<file path="src/rtl/proc_pkg.sv">
// Shared processor definitions: architecture width, ROB sizing, opcodes and
// the decoded-instruction record passed from the decoder to dispatch.
package proc;

  localparam int ARCH_BITS    = 32;
  localparam int NUM_REGS     = 32;
  localparam int ROB_ENTRIES  = 8;
  localparam int ROB_IDX_BITS = 3;

  // Instruction layout: opcode[31:26] dst[25:21] src1[20:16] src2[15:11] imm[10:0]
  localparam logic [5:0] OPCODE_NOP      = 6'd0;
  localparam logic [5:0] OPCODE_ADD      = 6'd1;
  localparam logic [5:0] OPCODE_SUB      = 6'd2;
  localparam logic [5:0] OPCODE_MOVI     = 6'd3;
  localparam logic [5:0] OPCODE_LDW      = 6'd4;
  localparam logic [5:0] OPCODE_STB      = 6'd5;
  localparam logic [5:0] OPCODE_STW      = 6'd6;
  localparam logic [5:0] OPCODE_TLBWRITE = 6'd7;

  typedef struct packed {
    logic [5:0] opcode;
    logic [4:0] dst;
    logic [4:0] src1;
    logic [4:0] src2;
    logic       enableSrc1;
    logic       enableSrc2;
    logic       assignRobIdx;
  } decode_t;

  // Stores and TLB writes take a ROB slot but produce no register result.
  function automatic logic writes_dst(input decode_t d);
    return d.assignRobIdx &&
           !(d.opcode inside {OPCODE_STB, OPCODE_STW, OPCODE_TLBWRITE});
  endfunction

endpackage

</file>
<file path="src/rtl/dispatch_ctrl_decoder.sv">
// Field extraction and operand/ROB usage per opcode. Unknown opcodes behave
// like NOP: no sources, no ROB slot.
module decoder
  import proc::*;
(
  input  logic [ARCH_BITS-1:0] inst,
  output decode_t              dec
);

  // Immediate bits are consumed downstream of issue, not here.
  logic unused_imm;
  assign unused_imm = ^inst[10:0];

  // Decode register fields and per-opcode enables.
  always_comb begin
    dec        = '0;
    dec.opcode = inst[31:26];
    dec.dst    = inst[25:21];
    dec.src1   = inst[20:16];
    dec.src2   = inst[15:11];
    case (inst[31:26])
      OPCODE_ADD, OPCODE_SUB, OPCODE_STB, OPCODE_STW: begin
        dec.enableSrc1   = 1'b1;
        dec.enableSrc2   = 1'b1;
        dec.assignRobIdx = 1'b1;
      end
      OPCODE_LDW, OPCODE_TLBWRITE: begin
        dec.enableSrc1   = 1'b1;
        dec.assignRobIdx = 1'b1;
      end
      OPCODE_MOVI: begin
        dec.assignRobIdx = 1'b1;
      end
      default: begin
        dec.assignRobIdx = 1'b0;
      end
    endcase
  end

endmodule

</file>
<file path="src/rtl/dispatch_ctrl.sv">
// Dispatch stage: scoreboard hazard check, ROB slot allocation and a single
// output register toward issue with valid/ready flow control.
module dispatch_ctrl #(
  parameter int ROB_ENTRIES  = proc::ROB_ENTRIES,
  parameter int ROB_IDX_BITS = proc::ROB_IDX_BITS
) (
  input  logic                       clk,
  input  logic                       rst,
  input  logic                       in_valid,
  input  logic [proc::ARCH_BITS-1:0] in_inst,
  output logic                       in_ready,
  output logic                       out_valid,
  input  logic                       out_ready,
  output logic [proc::ARCH_BITS-1:0] out_inst,
  output logic [ROB_IDX_BITS-1:0]    out_robIdx,
  output logic                       out_hasRob,
  input  logic                       commit_valid,
  input  logic [ROB_IDX_BITS-1:0]    commit_robIdx,
  input  logic [4:0]                 commit_dst,
  input  logic                       flush,
  output logic                       robFull
);

  import proc::*;

  localparam int CNT_W = ROB_IDX_BITS + 1;

  decode_t                 dec;
  logic [NUM_REGS-1:0]     busy;
  logic [ROB_IDX_BITS-1:0] tag [NUM_REGS];
  logic [ROB_IDX_BITS-1:0] tail;
  logic [CNT_W-1:0]        count;
  logic                    hazard;
  logic                    wr_dst;
  logic                    dispatch;
  logic                    alloc;
  logic                    commit_ok;

  decoder u_decoder (
    .inst (in_inst),
    .dec  (dec)
  );

  assign wr_dst    = writes_dst(dec);
  // Registered busy bits only: a commit this cycle unblocks next cycle.
  assign hazard    = (dec.enableSrc1 && busy[dec.src1]) ||
                     (dec.enableSrc2 && busy[dec.src2]);
  assign robFull   = (count == CNT_W'(ROB_ENTRIES));
  assign in_ready  = (!out_valid || out_ready) && !hazard &&
                     !(dec.assignRobIdx && robFull) && !flush;
  assign dispatch  = in_valid && in_ready;
  assign alloc     = dispatch && dec.assignRobIdx;
  assign commit_ok = commit_valid && (count != '0);

  // Dispatch register: load on dispatch, hold on stall, drain on consume.
  always_ff @(posedge clk) begin
    if (rst) begin
      out_valid  <= 1'b0;
      out_inst   <= '0;
      out_robIdx <= '0;
      out_hasRob <= 1'b0;
    end else if (flush) begin
      out_valid  <= 1'b0;
    end else if (dispatch) begin
      out_valid  <= 1'b1;
      out_inst   <= in_inst;
      out_robIdx <= dec.assignRobIdx ? tail : '0;
      out_hasRob <= dec.assignRobIdx;
    end else if (out_ready) begin
      out_valid  <= 1'b0;
    end
  end

  // ROB tail pointer and occupancy; allocate and retire in one cycle cancel.
  always_ff @(posedge clk) begin
    if (rst || flush) begin
      tail  <= '0;
      count <= '0;
    end else begin
      if (alloc) begin
        tail <= tail + 1'b1;
      end
      case ({alloc, commit_ok})
        2'b10:   count <= count + 1'b1;
        2'b01:   count <= count - 1'b1;
        default: count <= count;
      endcase
    end
  end

  // Scoreboard: retire clears only the newest producer; dispatch set wins.
  always_ff @(posedge clk) begin
    if (rst) begin
      busy <= '0;
      for (int r = 0; r < NUM_REGS; r++) begin
        tag[r] <= '0;
      end
    end else if (flush) begin
      busy <= '0;
    end else begin
      if (commit_ok && (tag[commit_dst] == commit_robIdx)) begin
        busy[commit_dst] <= 1'b0;
      end
      if (dispatch && wr_dst) begin
        busy[dec.dst] <= 1'b1;
        tag[dec.dst]  <= tail;
      end
    end
  end

endmodule

</file>
<file path="config.mk">
export PLATFORM = sky130hd
export DESIGN_NAME = dispatch_ctrl
export DESIGN_NICKNAME = d
export VERILOG_FILES = /design/src/rtl/proc_pkg.sv /design/src/rtl/dispatch_ctrl_decoder.sv /design/src/rtl/dispatch_ctrl.sv
export SDC_FILE = /design/constraint.sdc
export NUM_CORES = 1
export LEC_CHECK = 0
export CAP_MARGIN = 20
export CORE_UTILIZATION = 36
export CTS_BUF_LIST = sky130_fd_sc_hd__clkbuf_4 sky130_fd_sc_hd__clkbuf_8 sky130_fd_sc_hd__clkbuf_16
export CTS_CLUSTER_SIZE = 16
export DETAILED_ROUTE_END_ITERATION = 8
export DONT_BUFFER_PORTS = 1
export SYNTH_ARGS = -nofsm -noshare
export SYNTH_HDL_FRONTEND = slang
export SYNTH_SLANG_ARGS = --single-unit
</file>
<file path="constraint.sdc">
create_clock -name clk -period 4.7 [get_ports clk]
set_input_delay 0.705 -clock clk [delete_from_list [all_inputs] [get_ports clk]]
set_output_delay 0.705 -clock clk [all_outputs]
set_load 0.01 [all_outputs]
</file>
Word-level counts from Yosys, hierarchy flattened
Memory sizes are Yosys's and may differ from the RTL's.
Index checks and enable logic that the tools add are counted.
{"block": "totals", "input_bits": 46, "ram_bits": 96, "mem_count": 1, "wordCells": 92, "out_inout_bits": 39, "register_bits": 76}
{"block": "classes", "order_cmp": 6, "n_eq_ne": 11, "bitwise": 4, "n_reduce_logical": 32, "mux": 28, "addsub": 3}
{"name": "tag", "depth": 32, "width": 3, "rd": 1, "rd_ports_with_merged_regs": 0, "wr": 32, "line": "dispatch_ctrl.sv:30", "rtl": "logic [ROB_IDX_BITS-1:0] tag [NUM_REGS];"}
{"operator": "$mux W32", "count": 4}
{"operator": "$and A32 B32 Y32", "count": 1}
{"operator": "$not A32 Y32", "count": 1}
{"operator": "$or A32 B32 Y32", "count": 1}
{"operator": "$eq A6 B3 Y1 const B", "count": 4}
{"operator": "$lt A5 B6 Y1 const B", "count": 4}
{"operator": "$mux W1", "count": 16}
{"operator": "$logic_and A1 B1 Y1", "count": 14}
{"operator": "$eq A6 B2 Y1 const B", "count": 2}
{"operator": "$bmux W1 S5", "count": 2}
{"operator": "$demux W1 S5", "count": 2}
{"operator": "$ge A5 B1 Y1 const B", "count": 2}
{"operator": "$pmux W4 S2", "count": 1}
{"operator": "$reduce_or A7 Y1", "count": 1}
{"operator": "$eq A6 B1 Y1 const B", "count": 1}
{"operator": "$mux W3", "count": 2}
{"operator": "$reduce_or A6 Y1", "count": 1}
{"operator": "$logic_not A1 Y1", "count": 5}
{"operator": "$mux W5", "count": 1}
{"operator": "$add A4 B1 Y4 const B", "count": 1}
{"operator": "$eq A4 B4 Y1 const B", "count": 1}
{"operator": "$reduce_bool A2 Y1", "count": 2}
{"operator": "$reduce_bool A4 Y1", "count": 1}
{"operator": "$reduce_or A4 Y1", "count": 1}
{"operator": "other kinds (11)", "count": 13}

Depth between registers and ports, before layout
{"block": "depth", "depth_word": 17, "depth_mapped": 17, "depth_no_buf": 13}

By module
Synthesis repeated with hierarchy kept, for this count alone.
{"block": "hier_totals", "hier_cells": 835, "hier_area_um2": 8677.1}
{"module": "dispatch_ctrl", "area_each_um2": 8470.6, "cells_each": 809, "n_inst": 1}
{"module": "decoder", "area_each_um2": 206.4, "cells_each": 26, "n_inst": 1}

Worst setup path after synthesis
No wires, ideal clock.
{"block": "synth_path", "path_type": "input -> register", "startpoint": "in in_inst[12] (netlist bit)", "endpoint": "reg count[3]", "required_ns": 4.630, "arrival_time_ns": 3.917, "cell_stages": 15, "setup_slack_ns": 0.713, "path_cell_list": "clkbuf_1 -> mux4_2 -> mux2_2 -> a31oi_1 -> and4b_1 -> buf_2 -> buf_2 -> inv_2 -> ha_1 -> ha_1 -> a21o_1 -> a21oi_1 -> xnor2_1 -> or3_1 -> a21oi_1"}
{"block": "synth_via", "elab_chain_cells": 12, "word_cells_on_any_way": 14, "cone_classes": "eq/ne (2); mux (3); reduce/logical (9)"}
{"element": "start: declaration", "line": "dispatch_ctrl.sv:10", "rtl": "input logic [proc::ARCH_BITS-1:0] in_inst,"}
{"element": "$bmux W1 S5 (*)", "line": "dispatch_ctrl.sv:47", "rtl": "(dec.enableSrc2 && busy[dec.src2]);"}
{"element": "$mux W1 (not written as such) (*)", "line": "dispatch_ctrl.sv:47"}
{"element": "$logic_and A1 B1 Y1 (*)", "line": "dispatch_ctrl.sv:47"}
{"element": "$logic_or A1 B1 Y1 (*)", "line": "dispatch_ctrl.sv:46", "rtl": "assign hazard = (dec.enableSrc1 && busy[dec.src1]) ||"}
{"element": "$logic_not A1 Y1 (*)", "line": "dispatch_ctrl.sv:49", "rtl": "assign in_ready = (!out_valid || out_ready) && !hazard &&"}
{"element": "$logic_and A1 B1 Y1 (*) (2 in a row)", "line": "dispatch_ctrl.sv:49"}
{"element": "$logic_and A1 B1 Y1 (*)", "line": "dispatch_ctrl.sv:50", "rtl": "!(dec.assignRobIdx && robFull) && !flush;"}
{"element": "$logic_and A1 B1 Y1 (*)", "line": "dispatch_ctrl.sv:51", "rtl": "assign dispatch = in_valid && in_ready;"}
{"element": "$logic_and A1 B1 Y1 (*)", "line": "dispatch_ctrl.sv:52", "rtl": "assign alloc = dispatch && dec.assignRobIdx;"}
{"element": "$eq A2 B1 Y1 / $eq A2 B2 Y1 (equally long branches)", "line": "dispatch_ctrl.sv:83", "rtl": "case ({alloc, commit_ok})"}
{"element": "$pmux W4 S2 / $reduce_bool A2 Y1 (equally long branches)"}
{"element": "end signal: assignment", "line": "dispatch_ctrl.sv:84", "rtl": "2'b10: count <= count + 1'b1;"}
{"element": "end signal: assignment", "line": "dispatch_ctrl.sv:85", "rtl": "2'b01: count <= count - 1'b1;"}
{"element": "end signal: assignment", "line": "dispatch_ctrl.sv:86", "rtl": "default: count <= count;"}
{"element": "end: declaration", "line": "dispatch_ctrl.sv:32", "rtl": "logic [CNT_W-1:0] count;"}
Every way passes the cells marked *; elsewhere a longest branch is shown, timed or not. The select of a mux whose other input is x is not followed.
A chain may end at the register's enable or synchronous reset.

Worst setup path in the final report
{"block": "layout_path", "startpoint": "reg busy[31]", "endpoint": "reg count[3]"}
{"block": "layout_via", "elab_chain_cells": 12, "word_cells_on_any_way": 17, "cone_classes": "eq/ne (2); mux (5); reduce/logical (10)"}
{"element": "start: declaration", "line": "dispatch_ctrl.sv:29", "rtl": "logic [NUM_REGS-1:0] busy;"}
{"element": "start signal: assignment", "line": "dispatch_ctrl.sv:94", "rtl": "busy <= '0;"}
{"element": "start signal: assignment", "line": "dispatch_ctrl.sv:99", "rtl": "busy <= '0;"}
{"element": "start signal: indexed assignment", "line": "dispatch_ctrl.sv:102", "rtl": "busy[commit_dst] <= 1'b0;"}
{"element": "$bmux W1 S5 (on tied branches)", "line": "dispatch_ctrl.sv:46, dispatch_ctrl.sv:47"}
{"element": "$mux W1 (on tied branches)", "line": "dispatch_ctrl.sv:46, dispatch_ctrl.sv:47"}
{"element": "$logic_and A1 B1 Y1 (on tied branches)", "line": "dispatch_ctrl.sv:46, dispatch_ctrl.sv:47"}
{"element": "$logic_or A1 B1 Y1 (*)", "line": "dispatch_ctrl.sv:46"}
{"element": "$logic_not A1 Y1 (*)", "line": "dispatch_ctrl.sv:49"}
{"element": "$logic_and A1 B1 Y1 (*) (2 in a row)", "line": "dispatch_ctrl.sv:49"}
{"element": "$logic_and A1 B1 Y1 (*)", "line": "dispatch_ctrl.sv:50"}
{"element": "$logic_and A1 B1 Y1 (*)", "line": "dispatch_ctrl.sv:51"}
{"element": "$logic_and A1 B1 Y1 (*)", "line": "dispatch_ctrl.sv:52"}
{"element": "$eq A2 B1 Y1 / $eq A2 B2 Y1 (equally long branches)", "line": "dispatch_ctrl.sv:83"}
{"element": "$pmux W4 S2 / $reduce_bool A2 Y1 (equally long branches)"}
Marked as above.

==> impl_metrics.py <==
metrics = {
    "floorplan": {
        "num_rows": 56,
        "ios": 85,
        "die_y_um": 156,
        "fp.dieW_um": 156,
        "die-area_mm2": 0.0244,
        "start_util": 0.366,
        "core_mm2": 0.0234,
    },
    "global_routing": {
        "met3_usage": 0.0388,
        "grt_util_met1": 0.275,
        "antenna_found_initial": 0,
        "grt_usage": 0.205,
        "grt_pass1_vias": 6253,
        "grt_max_degree": 79,
        "busiest_layer": "met2",
        "grtUsageMet2": 0.328,
        "grt_pass1_wl_um": 37000,
        "grt-ovfl-total": 0,
    },
    "timing": {
        "tns_ns": 0,
        "min_period_ns": 3.50,
        "rsz0062_at_grt": "false",
        "skew_ns": 0.0145,
        "slew_violations": 0,
        "max_slew.worst_pin.slew_ns": 0.951,
        "finalSetupViolations": 0,
        "fmax_mhz": 286,
        "hold_viol_final": 0,
        "finalCritPeriodShare": 0.745,
        "relSlewSlack": 0.366,
    },
    "final_layout": {
        "ff_latch_area_mm2": 0.00440,
        "layout_commonest_cell": "nor2_1",
        "drive_above_1_share": 0.0835,
        "final_util": 0.400,
        "antenna_cells": 0,
        "fin_cells": 1121,
        "multiInputGateArea_mm2": 0.00385,
        "finalNetCount": 840,
        "final_cell_mix": "nor2_1 (103), edfxtp_1 (96), mux2i_1 (94)",
        "area_growth_syn_to_layout_pct": 9.28,
        "n_fill_cell": 2299,
    },
    "logic_synthesis": {
        "synth_top_area_cell": "edfxtp_1",
        "synth.avg_cell_area_um2": 10.4,
        "netlist_area_mm2": 0.00857,
        "yosysWarnings": 0,
        "syn-instance-count": 823,
        "synth.distinct_cells": 55,
        "ys_seq_elements": 172,
        "netlist.area_leader.share": 0.336,
        "synth_area_leaders": "edfxtp_1 (34%), dfxtp_1 (18%), mux2i_1 (11%)",
        "synthesis.nets": 874,
        "ys.flop_type": "edfxtp_1",
        "synth_edf_count": 96,
        "yosysSeqAreaShare": 0.514,
        "async_reset_ff_frac": 0,
    },
    "placed_design": {
        "gp_congestion": 0.907,
        "portBuffers": 0,
        "dp_hpwl_um": 16900,
        "dp_cells": 1088,
    },
    "status": {
        "status": "finished, final reports clean",
    },
    "clock_tree": {
        "clkSlewWorstSetupHoldPaths_ns": 0.08,
        "cts_resized": 0,
        "clk_latency_ns": 0.45,
        "cts_setup_buffers": 0,
        "cts.sinks": 172,
        "cts_max_level": 4,
        "hold_buffers": 0,
        "clock-root-buffer": "clkbuf_16",
        "cts_buffers": 17,
        "cts_buffer_depth": 2,
        "cts_tree": "built",
    },
    "worst_setup_path": {
        "crit_arrival_ns": 3.88,
        "path_buf_inv": 1,
        "worstRegToRegCells": 12,
        "start_kind": "flip-flop",
        "cpPeakStageDelay_ns": 0.51,
        "reg2reg_to": "count[3]$_SDFFE_PP0P_",
        "path_cells": "mux4_2 > mux2_2 > a31oi_1 > and4b_1 > inv_2 > ha_1 > ha_1 > a21o_1 > a21oi_1 > xnor2_1 > or3_1 > a21oi_1",
        "cp-end-kind": "flip-flop",
        "required_ns": 5.08,
        "worst-setup-path-type": "reg2reg",
        "reg2reg_slack_ns": 1.20,
        "worstPathMaxFanout": 9,
        "reg2reg_from": "busy[31]$_SDFF_PP0_",
        "slowest_stage": "and4b_1",
        "cp_top_family": "compound AO/OA/AOI/OAI gates",
    },
    "power": {
        "p_sw_frac": 0.259,
        "power.density_mw_per_mm2": 349,
        "clock_power_share": 0.434,
        "p_seq_frac": 0.504,
        "netSwitchingPower_uw": 847,
        "ir_worst_vdd_v": 0.000243,
        "comb_power_share": 0.061,
        "leakage_uw": 0.00324,
        "p_int_uw": 2420,
    },
    "route": {
        "dr_total_vias": 6463,
        "drt_iter0_drc": 748,
        "dr.pass1.iters": 5,
        "ant_nets": 0,
        "drt_wl_total_um": 24000,
        "viasPerCell": 5.77,
        "route.detailed.drc": 0,
        "wl_per_cell_um": 21.4,
    },
    "min_path": {
        "holdPathStages": 1,
        "whs_endpoint": "out_inst[25]$_SDFFE_PP0P_",
        "hold_path_class": "in2reg",
        "worstHoldStart": "rst",
    },
    "run": {
        "cap_violations": 0,
    },
}
## synthesized netlist by cell type (all sizes together), types with 2 or more instances
master / instances
mux2i: 94
nand4b: 4
edfxtp: 96
nor3: 50
nand3b: 12
nor2: 104
nand3: 17
ha: 4
a22oi: 3
or4b: 4
or3: 3
or2: 2
a21oi: 20
and3: 7
nand2b: 16
a31oi: 2
a41oi: 2
inv: 7
nand2: 66
and3b: 2
nand4: 5
nor4: 28
mux4: 10
nand4bb: 6
nor2b: 5
xnor2: 3
nor3b: 4
or4: 4
clkbuf: 42
o21ai: 4
o41ai: 9
o22ai: 48
buf: 24
dfxtp: 76
xor2: 3
o21bai: 24
and4: 2
## kinds of logic after synthesis
kind of cell             after synthesis  synth area share
buffers and inverters                 73            0.0378
adder cells (fa/ha/maj)                5           0.00817
AO/OA/AOI/OAI                        116            0.0892
XOR/XNOR                               6           0.00613
flip-flops                           172             0.514
multiplexers                         105             0.137
AND/OR/NAND/NOR                      346             0.208
## per-stage QoR
stage / hold slack (ns) / cell area (um2) / power (uW) / setup WS (ns)
2_1_floorplan: 0.449 / 8570 / 1870 / 0.713
3_3_place_gp: 0.489 / 8770 / 1880 / 0.930
3_5_place_dp: 0.485 / 8770 / 1880 / 0.873
4_1_cts: 0.314 / 9360 / 3270 / 1.22
5_1_grt: 0.310 / 9370 / 3350 / 1.03
6_report: 0.322 / 9370 / 3270 / 1.20
## worst max-delay path by stage
stage                        start                     to  slack, ns  cells after the start
4_1_cts        busy[31]$_SDFF_PP0_  count[3]$_SDFFE_PP0P_       1.22                     12
3_5_place_dp           in_inst[12]  count[3]$_SDFFE_PP0P_       0.87                     12
6_report       busy[31]$_SDFF_PP0_  count[3]$_SDFFE_PP0P_       1.20                     12
2_1_floorplan          in_inst[12]  count[3]$_SDFFE_PP0P_       0.71                     15
3_3_place_gp           in_inst[12]  count[3]$_SDFFE_PP0P_       0.93                     12
5_1_grt        busy[31]$_SDFF_PP0_  count[3]$_SDFFE_PP0P_       1.03                     12
## power by group through the flow
stage                     logic (uW)  registers, uW  clock network, uW
after floorplan                  195           1680                  0
after CTS                        198           1650               1420
after global placement           196           1680                  0
after global routing             216           1650               1480
final                            200           1650               1420
after detailed placement         198           1680                  0
## layout make-up
| class | instances | share of cell area |
|---|---|---|
| flip-flops and latches | 172 | 0.470 |
| multi-input cells | 578 | 0.411 |
| clock buffers | 17 | 0.0454 |
| well taps | 319 | 0.0426 |
| clock inverters | 15 | 0.0183 |
| repair buffers | 13 | 0.0101 |
| inverters | 7 | 0.00280 |
## routing by layer
metal  routed length (um)  share of wire
met1                10800           0.45
met2                11400           0.47
met3                 1430          0.059
met5                    0              0
met4                  400          0.017
## sequential cells by signal, indices dropped and copies added, names as in the netlist
| register | count |
|---|---|
| tail | 3 |
| count | 4 |
| out_robIdx | 3 |
| busy | 32 |
| out_valid | 1 |
| out_hasRob | 1 |
| out_inst | 32 |
| tag | 96 |
Note: power is estimated with default switching activity, not from simulation.
